===== config.mk =====
export PLATFORM = sky130hd
export DESIGN_NAME = pipe_ctrl_flat
export DESIGN_NICKNAME = d
export VERILOG_FILES = /design/src/rtl/pipe_ctrl_if.sv /design/src/rtl/pipe_ctrl.sv /design/src/flat_wrapper.sv
export SDC_FILE = /design/constraint.sdc
export NUM_CORES = 1
export LEC_CHECK = 0
export BUFFER_PORTS_ARGS = -buffer_cell sky130_fd_sc_hd__buf_2
export CELL_PAD_IN_SITES_DETAIL_PLACEMENT = 2
export CELL_PAD_IN_SITES_GLOBAL_PLACEMENT = 2
export CORE_ASPECT_RATIO = 1.5
export CORE_MARGIN = 5
export CORE_UTILIZATION = 23
export CTS_CLUSTER_SIZE = 10
export DETAILED_ROUTE_END_ITERATION = 10
export GPL_TIMING_DRIVEN = 0
export PLACE_DENSITY_LB_ADDON = 0.1
export SYNTH_ARGS = -nofsm -noshare
export SYNTH_HDL_FRONTEND = slang
export SYNTH_SLANG_ARGS = --single-unit

===== constraint.sdc =====
create_clock -name clk -period 5.3 [get_ports clk]
set_clock_uncertainty 0.2 [all_clocks]
set_input_delay 0.265 -clock clk [delete_from_list [all_inputs] [get_ports clk]]
set_output_delay 0.265 -clock clk [all_outputs]
set_load 0.005 [all_outputs]

===== src/rtl/pipe_ctrl_if.sv =====
// Pipeline control bundle: per-stage requests in, per-stage stall/flush and occupancy out.
interface pipe_ctrl_if #(
  parameter int STAGES = 6
);
  logic [STAGES-1:0] stallreq;
  logic [STAGES-1:0] flushreq;
  logic [STAGES-1:0] stall;
  logic [STAGES-1:0] flush;
  logic [STAGES-1:0] stage_valid;

  modport master (
    output stallreq, flushreq,
    input  stall, flush, stage_valid
  );

  modport slave (
    input  stallreq, flushreq,
    output stall, flush, stage_valid
  );
endinterface


===== src/rtl/pipe_ctrl.sv =====
// Pipeline stall/flush arbiter with occupancy tracking and a stall watchdog.
// Define PIPE_CTRL_PERF_EN to build the stall-cycle and flush performance counters.
module pipe_ctrl #(
  parameter int STAGES = 6,
  parameter int WDOG_W = 8,
  parameter int CNT_W  = 32
) (
  input  logic              clk,
  input  logic              rst_n,
  pipe_ctrl_if.slave        pif,
  input  logic              wdog_clr,
  output logic              wdog_hit,
  output logic [CNT_W-1:0]  perf_stall_cyc,
  output logic [CNT_W-1:0]  perf_flush_cnt
);

  localparam logic [WDOG_W-1:0] WDOG_MAX = '1;

  logic [STAGES-1:0] stall_m;
  logic [STAGES-1:0] flush_m;
  logic [STAGES-1:0] elig;
  logic [STAGES-1:0] bubble;
  logic [STAGES-1:0] st;
  logic [STAGES-1:0] fl;
  logic              acc;
  logic              flush_by_req;

  logic [STAGES-1:0] valid;
  logic [WDOG_W-1:0] wdog_cnt;
  logic [WDOG_W-1:0] wdog_nxt;
  logic              wdog_set;

  // stall_m/flush_m are suffix-ORs: bit j set when a request exists at or above j.
  always_comb begin
    stall_m = '0;
    flush_m = '0;
    elig    = '0;
    bubble  = '0;
    st      = '0;
    fl      = '0;
    acc     = 1'b0;
    for (int j = STAGES - 1; j >= 0; j--) begin
      acc        = acc | pif.stallreq[j];
      stall_m[j] = acc;
    end
    // A redirect from a frozen stage cannot take effect this cycle.
    elig = pif.flushreq & ~stall_m;
    acc  = 1'b0;
    for (int j = STAGES - 1; j >= 1; j--) begin
      acc        = acc | elig[j];
      flush_m[j] = acc;
    end
    for (int j = 1; j < STAGES; j++) begin
      bubble[j] = stall_m[j-1] & ~stall_m[j];
    end
    st = stall_m & ~flush_m;
    fl = flush_m | bubble;
    if (!rst_n) begin
      st = '0;
      fl = '0;
    end
  end

  assign flush_by_req    = flush_m[1] & rst_n;
  assign pif.stall       = st;
  assign pif.flush       = fl;
  assign pif.stage_valid = valid;

  always_ff @(posedge clk or negedge rst_n) begin
    if (!rst_n) begin
      valid <= '0;
    end else begin
      valid[0] <= 1'b1;
      for (int k = 1; k < STAGES; k++) begin
        if (fl[k]) begin
          valid[k] <= 1'b0;
        end else if (!st[k]) begin
          valid[k] <= valid[k-1];
        end
      end
    end
  end

  // The flag rises on the same edge the counter lands on its saturated value.
  always_comb begin
    wdog_nxt = '0;
    if (st[0]) begin
      wdog_nxt = (wdog_cnt == WDOG_MAX) ? WDOG_MAX : wdog_cnt + 1'b1;
    end
  end

  assign wdog_set = (wdog_nxt == WDOG_MAX);

  always_ff @(posedge clk or negedge rst_n) begin
    if (!rst_n) begin
      wdog_cnt <= '0;
      wdog_hit <= 1'b0;
    end else begin
      wdog_cnt <= wdog_nxt;
      if (wdog_set) begin
        wdog_hit <= 1'b1;
      end else if (wdog_clr) begin
        wdog_hit <= 1'b0;
      end
    end
  end

`ifdef PIPE_CTRL_PERF_EN
  localparam logic [CNT_W-1:0] CNT_MAX = '1;

  logic [CNT_W-1:0] stall_cyc;
  logic [CNT_W-1:0] flush_cnt;

  always_ff @(posedge clk or negedge rst_n) begin
    if (!rst_n) begin
      stall_cyc <= '0;
      flush_cnt <= '0;
    end else begin
      if (st[0] && stall_cyc != CNT_MAX) begin
        stall_cyc <= stall_cyc + 1'b1;
      end
      if (flush_by_req && flush_cnt != CNT_MAX) begin
        flush_cnt <= flush_cnt + 1'b1;
      end
    end
  end

  assign perf_stall_cyc = stall_cyc;
  assign perf_flush_cnt = flush_cnt;
`else
  assign perf_stall_cyc = '0;
  assign perf_flush_cnt = '0;
`endif

endmodule

===== src/flat_wrapper.sv =====
// flat-port wrapper written by rule: the top's interface ports become plain ports
module pipe_ctrl_flat 
#(
  parameter int STAGES = 6,
  parameter int WDOG_W = 8,
  parameter int CNT_W  = 32
)
  (clk, rst_n, wdog_clr, wdog_hit, perf_stall_cyc, perf_flush_cnt, pif_stallreq, pif_flushreq, pif_stall, pif_flush, pif_stage_valid);
  pipe_ctrl_if #(.STAGES(STAGES)) pif_i ();
  input  logic clk;
  input  logic rst_n;
  input  logic wdog_clr;
  output logic wdog_hit;
  output logic [CNT_W-1:0] perf_stall_cyc;
  output logic [CNT_W-1:0] perf_flush_cnt;
  input wire logic [$bits(pif_i.stallreq)-1:0] pif_stallreq;
  input wire logic [$bits(pif_i.flushreq)-1:0] pif_flushreq;
  output wire logic [$bits(pif_i.stall)-1:0] pif_stall;
  output wire logic [$bits(pif_i.flush)-1:0] pif_flush;
  output wire logic [$bits(pif_i.stage_valid)-1:0] pif_stage_valid;
  assign pif_i.stallreq = pif_stallreq;
  assign pif_i.flushreq = pif_flushreq;
  assign pif_stall = pif_i.stall;
  assign pif_flush = pif_i.flush;
  assign pif_stage_valid = pif_i.stage_valid;
  pipe_ctrl #(.STAGES(STAGES), .WDOG_W(WDOG_W), .CNT_W(CNT_W)) u_core (.clk(clk), .rst_n(rst_n), .pif(pif_i), .wdog_clr(wdog_clr), .wdog_hit(wdog_hit), .perf_stall_cyc(perf_stall_cyc), .perf_flush_cnt(perf_flush_cnt));
endmodule

Word level (Yosys, flattened, before mapping):

Cells that the tools add are included.

* add/sub/neg operators: 1
* multipliers: 0
* div/mod/pow operators: 0
* magnitude comparators: 0
* equal/unequal tests: 7
* shift-type cells: 0
* muxes and demuxes: 16
* bitwise gates (word level): 24
* reductions and logical operators: 1

Operators with widths (count)
* equality test 8 bit (second input constant): 2
* two-way mux 8 bit: 2
* AND 6 bit: 2
* two-way mux 1 bit: 12
* two-way mux 6 bit: 2
* inverter 6 bit: 2
* != test 2 x 1 -> 1 bit (second input constant): 5
* OR 1 bit: 9
* adder 8 x 1 -> 8 bit (second input constant): 1
* OR 6 bit: 1
* AND 1 bit: 5
* inverter 1 bit: 5
* nonzero test 2 bit: 1

* flip-flop bits (word level): 15
* bits in latches: 0
* RAM bits: 0
* ROM bits: 0
* bits of input ports: 15
* logic and storage cells: 57
* memories kept: 0

Logic depth before layout (Yosys ltp):

Gate-level depths: netlist of the first run.

* depth in word-level cells: 17
* gate-level depth with buffers: 5
* depth with buffers taken out: 5

Least setup slack after synthesis of the first run:

Ideal clock, no wire load.

* kind: reg-to-reg
* start: register u_core.wdog_cnt[0]
* end: register u_core.wdog_hit
* arrival time: 1.478 ns
* required time: 5.033 ns
* setup slack: 3.554 ns
* stages on the path, launching flop included: 6
* buffers on the path: 0
* cells stage by stage: dfrtp_1 ha_1 and4_1 a211o_1 o21ai_0 a32o_1

* longest elaborated chain between the ends: 5
* elaborated cells between the ends (all ways): 7
* those cells by class: add/sub: 1; eq/ne: 2; mux: 3; reduce/logical: 1

Ends and longest elaborated chain
* from (decl): RTL line pipe_ctrl.sv:29 `logic [WDOG_W-1:0] wdog_cnt;`
* from (signal assigned): RTL line pipe_ctrl.sv:99 `wdog_cnt <= wdog_nxt;`
* adder 8 x 1 -> 8 bit or equality test 8 bit (tied branches): RTL line pipe_ctrl.sv:88 `wdog_nxt = (wdog_cnt == WDOG_MAX) ? WDOG_MAX : wdog_cnt + 1'b1;`
* two-way mux 8 bit *: RTL line pipe_ctrl.sv:88
* two-way mux 8 bit *: RTL line pipe_ctrl.sv:87 `if (st[0]) begin`
* equality test 8 bit *: RTL line pipe_ctrl.sv:92 `assign wdog_set = (wdog_nxt == WDOG_MAX);`
* two-way mux 1 bit or nonzero test 2 bit (tied branches)
* to (signal assigned): RTL line pipe_ctrl.sv:97 `wdog_hit <= 1'b0;`
* to (signal assigned): RTL line pipe_ctrl.sv:101 `wdog_hit <= 1'b1;`
* to (signal assigned): RTL line pipe_ctrl.sv:103 `wdog_hit <= 1'b0;`
* to (decl): RTL line pipe_ctrl.sv:12 `output logic wdog_hit,`

Mark *: on every way between the ends. The rest lies on a longest branch, timed or not.
A chain may end at the register's enable or synchronous reset.

Final worst setup path of the first run:

* start: input rst_n
* end: output pif_stall[2]

* longest elaborated chain between the ends: 1

Ends and longest elaborated chain
* from (decl): RTL line flat_wrapper.sv:11 `input logic rst_n;`
* two-way mux 6 bit: RTL line pipe_ctrl.sv:58 `if (!rst_n) begin`
* to (decl): RTL line flat_wrapper.sv:18 `output wire logic [$bits(pif_i.stall)-1:0] pif_stall;`

No other way between the ends.

==> run metrics, run 1 <==
number of sinks on the clock net 15; Synth async-reset ratio 1.000; via count normalized by instance count about 3.9; critical path endpoint category primary output; TritonCTS clock tree yes; arrival time of the worst setup path 2.08 ns; number of CTS-inserted buffers 3; largest buffer count on any clock path 2; Final Net Count 285; via count of the first global-routing pass 1446; initial core utilization 0.2327; Avg WL per Cell 11.49 um; I/O pin count between 90 and 100; first-pass GRT wire length 6423 um; initial antenna violation count 0; R2R depth 5; post-route fraction of the period consumed by the critical path 0.4804; WL final 3929 um; endpoint with the worst hold slack u_core.wdog_hit; Min-Delay Path Depth 3; residual DRC count 0; total power draw 317.3 uW; start-to-end type of the worst setup path input port to primary output; post-route ant nets 0; power density normalized to cell area 162.8 nW/um2; number of vias in the routed layout ~1.3k; result of the run complete, no violations; flop2flop setup slack 3.29 ns; Max Freq 392.7 MHz; total number of yosys warnings 0; clk slew on worst S/H paths around 0.060 ns; worst slew pin tran approximately 0.66 ns; final worst path period need about 2.5 ns; Leak Pwr 0.001124 uW; critical path peak fanout 18; worst reg2reg path startpoint u_core.wdog_cnt[0]; final standard cell count with taps included and fillers excluded 342; CTS root buf sky130_fd_sc_hd__clkbuf_8; most used flip-flop cell after synthesis sky130_fd_sc_hd__dfrtp_1; routability congestion estimate from global placement 0.7394; Synth Area per Inst ~8.4 um2; setup repair after global routing missed its margin no; startpoint class of the critical path input port; Netlist cell types 42; endpoints failing setup 0; combined area of all synthesized cells ~1400 um2; number of buffers inserted by hold repair at cts 1; number of register bits inferred by synthesis 15; number of hold violations in the final report 0; DP HPWL 3479 um; number of placement rows 35; class of the tightest hold or removal check input port to flop; number of DRC violations after detailed-routing iteration 0 23; number of buffers inserted by port buffering 31; worst min-delay path startpoint wdog_clr; post-cts resize count 0; cells after synthesis between 150 and 200; maximum number of pins on one net before global-route repair 19; share of cells above drive strength 1 0.3993; tightest slew margin relative to the limit 0.5545; # Max-Cap Violations 0; setup bufs post-CTS 0; Fin Setup TNS 0 ns; number of enable flip-flop cells after synthesis 0; Die Footprint 7811 um2; Seq/Total Area, Yosys 0.2669; signed area change from the synthesized netlist to the final layout 38.61%; latest clock arrival within the worst-skew pair 0.24 ns; Die X 73.85 um; Global Route Usage Sum 0.1025; placeable core area ~6000 um2; total congestion overflow 0; number of cells after detailed placement 337; # diodes 0; final slew viol count 0; maximum vdd ir drop 0.08081 mV; Worst R2R End u_core.wdog_hit; first-pass iteration count of the detailed router 4; critical path data required time about 4.8 ns; die height 105.8 um; design area ~1900 um2; placed standard-cell area 1894 um2; CTS HTree Levels 1
-- power breakdown --
group	switching, uW	internal [uW]	total [uW]
sequential	6.27	121	127
clock	38.9	53.2	92.1
combinational	45.6	52.3	97.8
total	90.7	227	317
-- Yosys cell counts, types with 2 or more instances --
library cell                n  area share
sky130_fd_sc_hd__dfrtp_1   15        0.27
sky130_fd_sc_hd__nor2_1     6       0.016
sky130_fd_sc_hd__clkbuf_1   2      0.0053
sky130_fd_sc_hd__a21oi_1   12       0.043
sky130_fd_sc_hd__nor2b_1    3       0.013
sky130_fd_sc_hd__a22o_1     3       0.019
sky130_fd_sc_hd__a31o_2     2       0.012
sky130_fd_sc_hd__nand2b_1   2      0.0089
sky130_fd_sc_hd__buf_4     65        0.35
sky130_fd_sc_hd__inv_1     10       0.027
sky130_fd_sc_hd__a211oi_1   2       0.011
sky130_fd_sc_hd__xnor2_1    2       0.012
sky130_fd_sc_hd__nand2_1    5       0.013
sky130_fd_sc_hd__nor3b_1    2       0.011
sky130_fd_sc_hd__conb_1     2      0.0053
sky130_fd_sc_hd__o21ai_0    7       0.025
sky130_fd_sc_hd__nand4_1    3       0.013
-- cell type report --
type,count,area [um2]
buffer,67,495.5
sequential,15,375.4
timing repair buffer,32,165.2
inverter,11,41.29
tap,74,92.59
fill,752,4094
clock buffer,4,45.04
multi-input combinational,139,734.5
-- stage by stage --
stage / hold WS [ns] / util / worst slack [ns]
finish: 0.1055 / 0.3226 / 2.754
global route: 0.1244 / 0.3226 / 2.559
CTS: 0.1115 / 0.3226 / 2.698
detailed placement: 0.02250 / 0.3135 / 3.172
global placement: 0.02393 / 0.3135 / 3.186
floorplan: -0.2306 / - / 3.554
-- cells by family (layout without fill, tap and decap cells) --
logic type,Yosys count,in the layout,share of synthesized area
mux,1,1,0.008007
flops,15,15,0.2669
compound gates,37,37,0.1824
buf+inv,78,114,0.3817
xor+xnor,2,2,0.01246
other cells,2,66,0.005340
simple gates,32,32,0.1343
fa+ha+maj,1,1,0.008895
-- metal layers --
metal,GRT usage,up-vias,wire (um)
met4,0.03109,0,45
met3,0.04008,4,346
met2,0.1923,49,2213
met5,0,-,0
li1,-,640,-
met1,0.09849,635,1323
-- worst max-delay path, stage by stage --
cell                            delay (ns)
sky130_fd_sc_hd__dlygate4sd3_1        0.52
sky130_fd_sc_hd__buf_2                0.36
sky130_fd_sc_hd__clkbuf_1             0.38
sky130_fd_sc_hd__nor3b_1              0.35
sky130_fd_sc_hd__buf_2                0.19
-- sequential cells by signal, summed over array words and instances (netlist names) --
name                    flops
u_core.pif.stage_valid      6
u_core.wdog_cnt             8
u_core.wdog_hit             1
-- worst max path at each step --
| stage | end | depth (start not counted) | slack, ns | start |
|---|---|---|---|---|
| after floorplan | u_core.wdog_hit | 5 | 3.55 | u_core.wdog_cnt[0] |
| after global placement | pif_stall[0] | 5 | 3.19 | pif_stallreq[3] |
| final | pif_stall[2] | 5 | 2.75 | rst_n |
| after detailed placement | pif_stall[0] | 5 | 3.17 | pif_stallreq[3] |
| after global routing | pif_stall[2] | 5 | 2.56 | rst_n |
| after CTS | pif_stall[1] | 5 | 2.70 | rst_n |
-- cell usage in the layout, fill, tap and decap left out, types with 2 or more instances in the layout --
cell type | synthesis | routed
sky130_fd_sc_hd__inv_1 | 10 | 10
sky130_fd_sc_hd__buf_4 | 65 | 65
sky130_fd_sc_hd__a31o_2 | 2 | 2
sky130_fd_sc_hd__nor2_1 | 6 | 6
sky130_fd_sc_hd__conb_1 | 2 | 66
sky130_fd_sc_hd__xnor2_1 | 2 | 2
sky130_fd_sc_hd__dfrtp_1 | 15 | 15
sky130_fd_sc_hd__a211oi_1 | 2 | 2
sky130_fd_sc_hd__buf_2 | 0 | 31
sky130_fd_sc_hd__nand4_1 | 3 | 3
sky130_fd_sc_hd__a21oi_1 | 12 | 12
sky130_fd_sc_hd__nand2_1 | 5 | 5
sky130_fd_sc_hd__nor3b_1 | 2 | 2
sky130_fd_sc_hd__a22o_1 | 3 | 3
sky130_fd_sc_hd__clkbuf_1 | 2 | 3
sky130_fd_sc_hd__clkbuf_8 | 0 | 3
sky130_fd_sc_hd__nor2b_1 | 3 | 3
sky130_fd_sc_hd__o21ai_0 | 7 | 7
sky130_fd_sc_hd__nand2b_1 | 2 | 2
(Power assumes the default switching activity.)
==> run 2, diff against run 1 <==
--- a/config.mk
+++ b/config.mk
@@ -10,7 +10,7 @@
 export CELL_PAD_IN_SITES_GLOBAL_PLACEMENT = 2
 export CORE_ASPECT_RATIO = 1.5
 export CORE_MARGIN = 5
-export CORE_UTILIZATION = 23
+export CORE_UTILIZATION = 21
 export CTS_CLUSTER_SIZE = 10
 export DETAILED_ROUTE_END_ITERATION = 10
 export GPL_TIMING_DRIVEN = 0
==> constraint.sdc (replaced) <==
create_clock -name clk -period 2.45 [get_ports clk]
set_clock_uncertainty 0.2 [all_clocks]
set_input_delay 0.1225 -clock clk [delete_from_list [all_inputs] [get_ports clk]]
set_output_delay 0.1225 -clock clk [all_outputs]
set_load 0.005 [all_outputs]
==> run 2 against run 1 <==
Wire length rose by 0.53%. Worst setup slack got worse by 2.4 ns. Sequential share of layout area is 0.086 points lower. Critical path type unchanged. Critical endpoint is now pif_flush[3].
==> run metrics, run 2 (synthesis results as in run 1) <==
stage delay of the slowest cell on the critical path 0.52 ns; fillcell total 803; latest clock arrival within the worst-skew pair around 0.25 ns; # diodes 0; worst min-delay path startpoint pif_flushreq[5]; Clock Power Share 0.292; result of the run complete, no violations; number of placement rows 36; number of buffers inserted by port buffering 31; Avg WL per Cell roughly 11 um; signed area change from the synthesized netlist to the final layout 39.23%; via count of the first global-routing pass 1492; Sw Pwr 198.4 uW; startpoint class of the critical path input port; post-route fraction of the period consumed by the critical path 0.8598; Global Route Usage Sum 0.09497; Pint 491.1 uW; total power draw slightly below 700 uW; most common cell type on the critical path sky130_fd_sc_hd__buf_2; area occupied by registers around 380 um2; worst setup slack before clock tree synthesis 0.4348 ns; setup bufs post-CTS 0; I/O pin count 98; CTS root buf sky130_fd_sc_hd__clkbuf_8; Die X roughly 77 um; start-to-end type of the worst setup path input port to primary output; final standard cell utilization of the core 0.2998; register with the most flip-flops u_core.wdog_cnt; die height 110.2 um; list of cells traversed by the critical path dlygate4sd3_1 > buf_2 > nand2b_1 > a211oi_1 > buf_2; most common library cell in the layout ignoring fill and taps sky130_fd_sc_hd__conb_1; setup repair after global routing missed its margin no; number of hold violations in the final report 0; TritonCTS clock tree yes; Fin Setup TNS 0 ns; Final Net Count approximately 290; final worst path period need 2.106 ns; maximum vdd ir drop ~0.13 mV; number of CTS-inserted buffers 3; arrival time of the worst setup path between 1.5 and 2 ns; design area 1958 um2; placeable core area 6531 um2; DP HPWL 3557 um; highest-count cells in the layout ignoring fill and taps sky130_fd_sc_hd__conb_1 (66), sky130_fd_sc_hd__buf_4 (65), sky130_fd_sc_hd__buf_2 (31), sky130_fd_sc_hd__dfrtp_1 (15), sky130_fd_sc_hd__a21oi_1 (12); first-pass iteration count of the detailed router 3; share of total power in sequential cells 0.399; Die Footprint 8467 um2; # Max-Cap Violations 0; total congestion overflow 0; class of the tightest hold or removal check input port to flop; Max Freq around 470 MHz; final slew viol count 0; Sw Share 0.2878; Leak Pwr 0.001127 uW; critical path endpoint category primary output; post-route setup slack 0.3435 ns; initial core utilization 0.2153; share of cells above drive strength 1 0.3993; post-cts resize count 0; endpoints failing setup 0; CTS HTree Levels 1; worst reg2reg path startpoint u_core.wdog_cnt[0]; first-pass GRT wire length 6589 um; maximum number of pins on one net before global-route repair 19; number of DRC violations after detailed-routing iteration 0 12; start point of the critical path rst_n; initial antenna violation count 0; critical path's slowest cell sky130_fd_sc_hd__dlygate4sd3_1; number of sinks on the clock net 15; power density normalized to cell area 352.2 nW/um2; flop2flop setup slack 0.48 ns; critical path data required time ~2.1 ns; tightest slew margin relative to the limit 0.5223; placed standard-cell area approximately 1900 um2; WL final 3950 um; combined area of the multi-input logic cells 734.5 um2; worst slew pin tran a little over 0.7 ns; combinational cell fraction of total power 0.309; residual DRC count 0; routability congestion estimate from global placement 0.7431; flip-flop count of the largest register, all copies and words added 8; largest buffer count on any clock path 2; clk slew on worst S/H paths 0.06 ns; via count normalized by instance count 3.837; critical path peak fanout 27; post-route ant nets 0; number of vias in the routed layout 1320
run 2: critical path, delay by kind of cell:
family | cells | cell delay (ns)
buffers and inverters | 3 | 1.16
AO/OA/AOI/OAI | 1 | 0.32
AND/OR/NAND/NOR | 1 | 0.19
run 2: final cells by class:
type	count	share of cell area
multi-input combinational	139	0.3751
buffer	66	0.2511
tap	76	0.04856
inverter	11	0.02109
clock buffer	4	0.02300
timing repair buffer	33	0.08946
sequential	15	0.1917
run 2: metal layers:
metal	wire length [um]	GRT usage	vias up
met2	2225	0.1798	48
met3	361	0.04065	5
met5	0	0	-
li1	-	-	638
met4	62	0.03375	0
met1	1300	0.09064	629
run 2: metrics by stage:
stage,hold slack [ns],std cells
after floorplan,-0.3731,232
after global placement,-0.1194,339
after detailed placement,-0.1193,339
after CTS,0.06417,345
after global routing,0.08631,344
final,0.06633,344
run 2: final timing paths:
path | to | depth (start not counted)
worst min-delay path | u_core.pif.stage_valid[5] | 3
worst min register to register | u_core.wdog_hit | 1
worst max-delay path | pif_flush[3] | 5
worst max register to register | u_core.wdog_hit | 5
min in group asynchronous | u_core.wdog_cnt[7] | 2
max in group asynchronous | u_core.wdog_hit | 2
run 2: what timing repair did:
action,CTS,global route
hold buffers,2,0
setup endpoints to repair,0,1
hold endpoints to repair,16,0
run 2: power groups by stage:
| stage | registers (uW) | logic (uW) | clock network, uW |
|---|---|---|---|
| floorplan | 278 | 147 | 0 |
| global placement | 281 | 205 | 0 |
| detailed placement | 280 | 208 | 0 |
| CTS | 276 | 210 | 213 |
| global route | 278 | 245 | 223 |
| finish | 275 | 213 | 202 |
==> run 3, diff against run 2 <==
==> constraint.sdc (replaced) <==
create_clock -name clk -period 2.1 [get_ports clk]
set_clock_uncertainty 0.2 [all_clocks]
set_input_delay 0.105 -clock clk [delete_from_list [all_inputs] [get_ports clk]]
set_output_delay 0.105 -clock clk [all_outputs]
set_load 0.005 [all_outputs]
==> run 3 against run 2 <==
Die area unchanged. Register-to-register slack worse by 0.29 ns. Total power rose by 17%. Largest power group unchanged. Clock power up 17%. Via count increased by 0.98%. Largest cell class unchanged. Critical path type is now flop to flop. First-iteration DRC count unchanged. Worst setup slack got worse by 0.15 ns. Clock-buffer cell count unchanged. Critical path depth stayed put. Combinational power is 17% higher.
==> run metrics, run 3 (synthesis results as in run 1) <==
placed standard-cell area about 1900 um2; Die Footprint 8467 um2; Fin Setup TNS 0 ns; startpoint class of the critical path flop; die height 110.2 um; Avg WL per Cell 11.59 um; share of cells above drive strength 1 0.4000; Sw Pwr 233.4 uW; initial core utilization 0.2153; number of placement rows 36; class of the tightest hold or removal check input port to flop; share of total power in sequential cells 0.398; latest clock arrival within the worst-skew pair ~0.25 ns; clk slew on worst S/H paths 0.06 ns; number of vias in the routed layout 1333; critical path data required time ~2.1 ns; I/O pin count approximately 100; Final Net Count 287; Sw Share 0.2893; post-route ant nets 0; Min-Delay Path Depth 3; Max Freq 523.2 MHz; post-route fraction of the period consumed by the critical path 0.9102; Clock Power Share 0.293; worst slew pin tran 0.7105 ns; design area 1969 um2; Pint around 570 uW; endpoints failing setup 0; combinational cell fraction of total power 0.309; TritonCTS clock tree yes; power density normalized to cell area 409.7 nW/um2; post-cts resize count 0; flip-flop count of the largest register, all copies and words added 8; maximum number of pins on one net before global-route repair 16; signed area change from the synthesized netlist to the final layout 40.04%; number of buffers inserted by port buffering 31; critical path endpoint category flop; buffer and inverter count on the worst path 0; initial antenna violation count 0; # diodes 0; number of hold violations in the final report 0; first-pass iteration count of the detailed router 3; critical path's slowest cell sky130_fd_sc_hd__dfrtp_1; via count of the first global-routing pass 1495; # Max-Cap Violations 0; routability congestion estimate from global placement 0.7431; CTS HTree Levels 1; Leak Pwr 0.001132 uW; list of cells traversed by the critical path ha_1 > and4_1 > a211o_1 > o21ai_0 > a32o_1; critical path peak fanout 7; WL final 4011 um; residual DRC count 0; number of sinks on the clock net 15; setup repair after global routing missed its margin no; total congestion overflow 0; stage delay of the slowest cell on the critical path 0.42 ns; CTS root buf sky130_fd_sc_hd__clkbuf_8; R2R depth 5; start-to-end type of the worst setup path flop to flop; maximum vdd ir drop 0.1569 mV; Die X 76.82 um; register with the most flip-flops u_core.wdog_cnt; final slew viol count 0; number of logic stages on the critical path including buffering 5; tightest slew margin relative to the limit 0.5220; Global Route Usage Sum 0.09582; largest buffer count on any clock path 2; critical path's top delay family compound AO/OA/AOI/OAI gates; final worst path period need roughly 1.9 ns; highest-count cells in the layout ignoring fill and taps sky130_fd_sc_hd__buf_4 (66), sky130_fd_sc_hd__conb_1 (66), sky130_fd_sc_hd__buf_2 (31), sky130_fd_sc_hd__dfrtp_1 (15), sky130_fd_sc_hd__a21oi_1 (12); final standard cell utilization of the core 0.3015; DP HPWL around 3600 um; number of CTS-inserted buffers 3; result of the run complete, no violations; number of DRC violations after detailed-routing iteration 0 12; via count normalized by instance count 3.853; placeable core area approximately 6500 um2; arrival time of the worst setup path 1.90 ns; first-pass GRT wire length 6624 um
[run 3: cell count changes in the layout (fill, tap and decap cells not counted), sizes merged]
cell,previous run,this run
buf,96,97
clkbuf,5,6
[run 3: tightest hold or removal path, cell delays in order]
cell	delay, ns
sky130_fd_sc_hd__buf_2	0.11
sky130_fd_sc_hd__o31ai_1	0.07
sky130_fd_sc_hd__a22o_1	0.17
[run 3: final timing paths]
check | start | end | slack [ns]
hold / removal | pif_flushreq[5] | u_core.pif.stage_valid[5] | 0.05
min in group asynchronous | rst_n | u_core.wdog_cnt[7] | 0.29
hold reg to reg | u_core.wdog_hit | u_core.wdog_hit | 0.29
setup / recovery | u_core.wdog_cnt[0] | u_core.wdog_hit | 0.19
max in group asynchronous | rst_n | u_core.wdog_hit | 0.97
setup reg to reg | u_core.wdog_cnt[0] | u_core.wdog_hit | 0.19
[run 3: area by class of cell]
class | instances | area, um2
plain buffers | 67 | 495.5
clock buffers | 4 | 45.04
fillers | 807 | 4562
inverters | 11 | 41.29
multi-input cells | 139 | 734.5
flip-flops and latches | 15 | 375.4
well taps | 76 | 95.09
repair buffers | 34 | 182.7
[run 3: metrics by stage]
stage / worst slack, ns / power [uW] / hold slack, ns / instances
finish: 0.1885 / 806.9 / 0.04602 / 346
global route: 0.06538 / 871.5 / 0.06881 / 346
CTS: 0.06660 / 816.8 / 0.04667 / 345
detailed placement: 0.08479 / 569.4 / -0.1368 / 339
global placement: 0.06264 / 567.1 / -0.1369 / 339
floorplan: 0.3544 / 495.6 / -0.3906 / 232
[run 3: what timing repair did]
action / CTS / global route
setup endpoints to repair: 0 / 1
buffers inserted: 0 / 1
hold buffers: 2 / 0
endpoints found under the hold margin: 16 / 0
[run 3: per-layer routing]
| metal | share of wire | up-vias | wire, um | GRT usage |
|---|---|---|---|---|
| met2 | 0.57 | 48 | 2269 | 0.1810 |
| met4 | 0.015 | 0 | 62 | 0.03375 |
| met1 | 0.33 | 637 | 1317 | 0.09213 |
| li1 | - | 643 | - | - |
| met5 | 0 | - | 0 | 0 |
| met3 | 0.090 | 5 | 362 | 0.04065 |
[run 3: power by group through the flow]
stage	Sequential (uW)	Combinational, uW	Clock, uW
6_report	321	250	236
5_1_grt	324	287	260
4_1_cts	322	246	249
3_5_place_dp	327	242	0
3_3_place_gp	328	239	0
2_1_floorplan	324	172	0
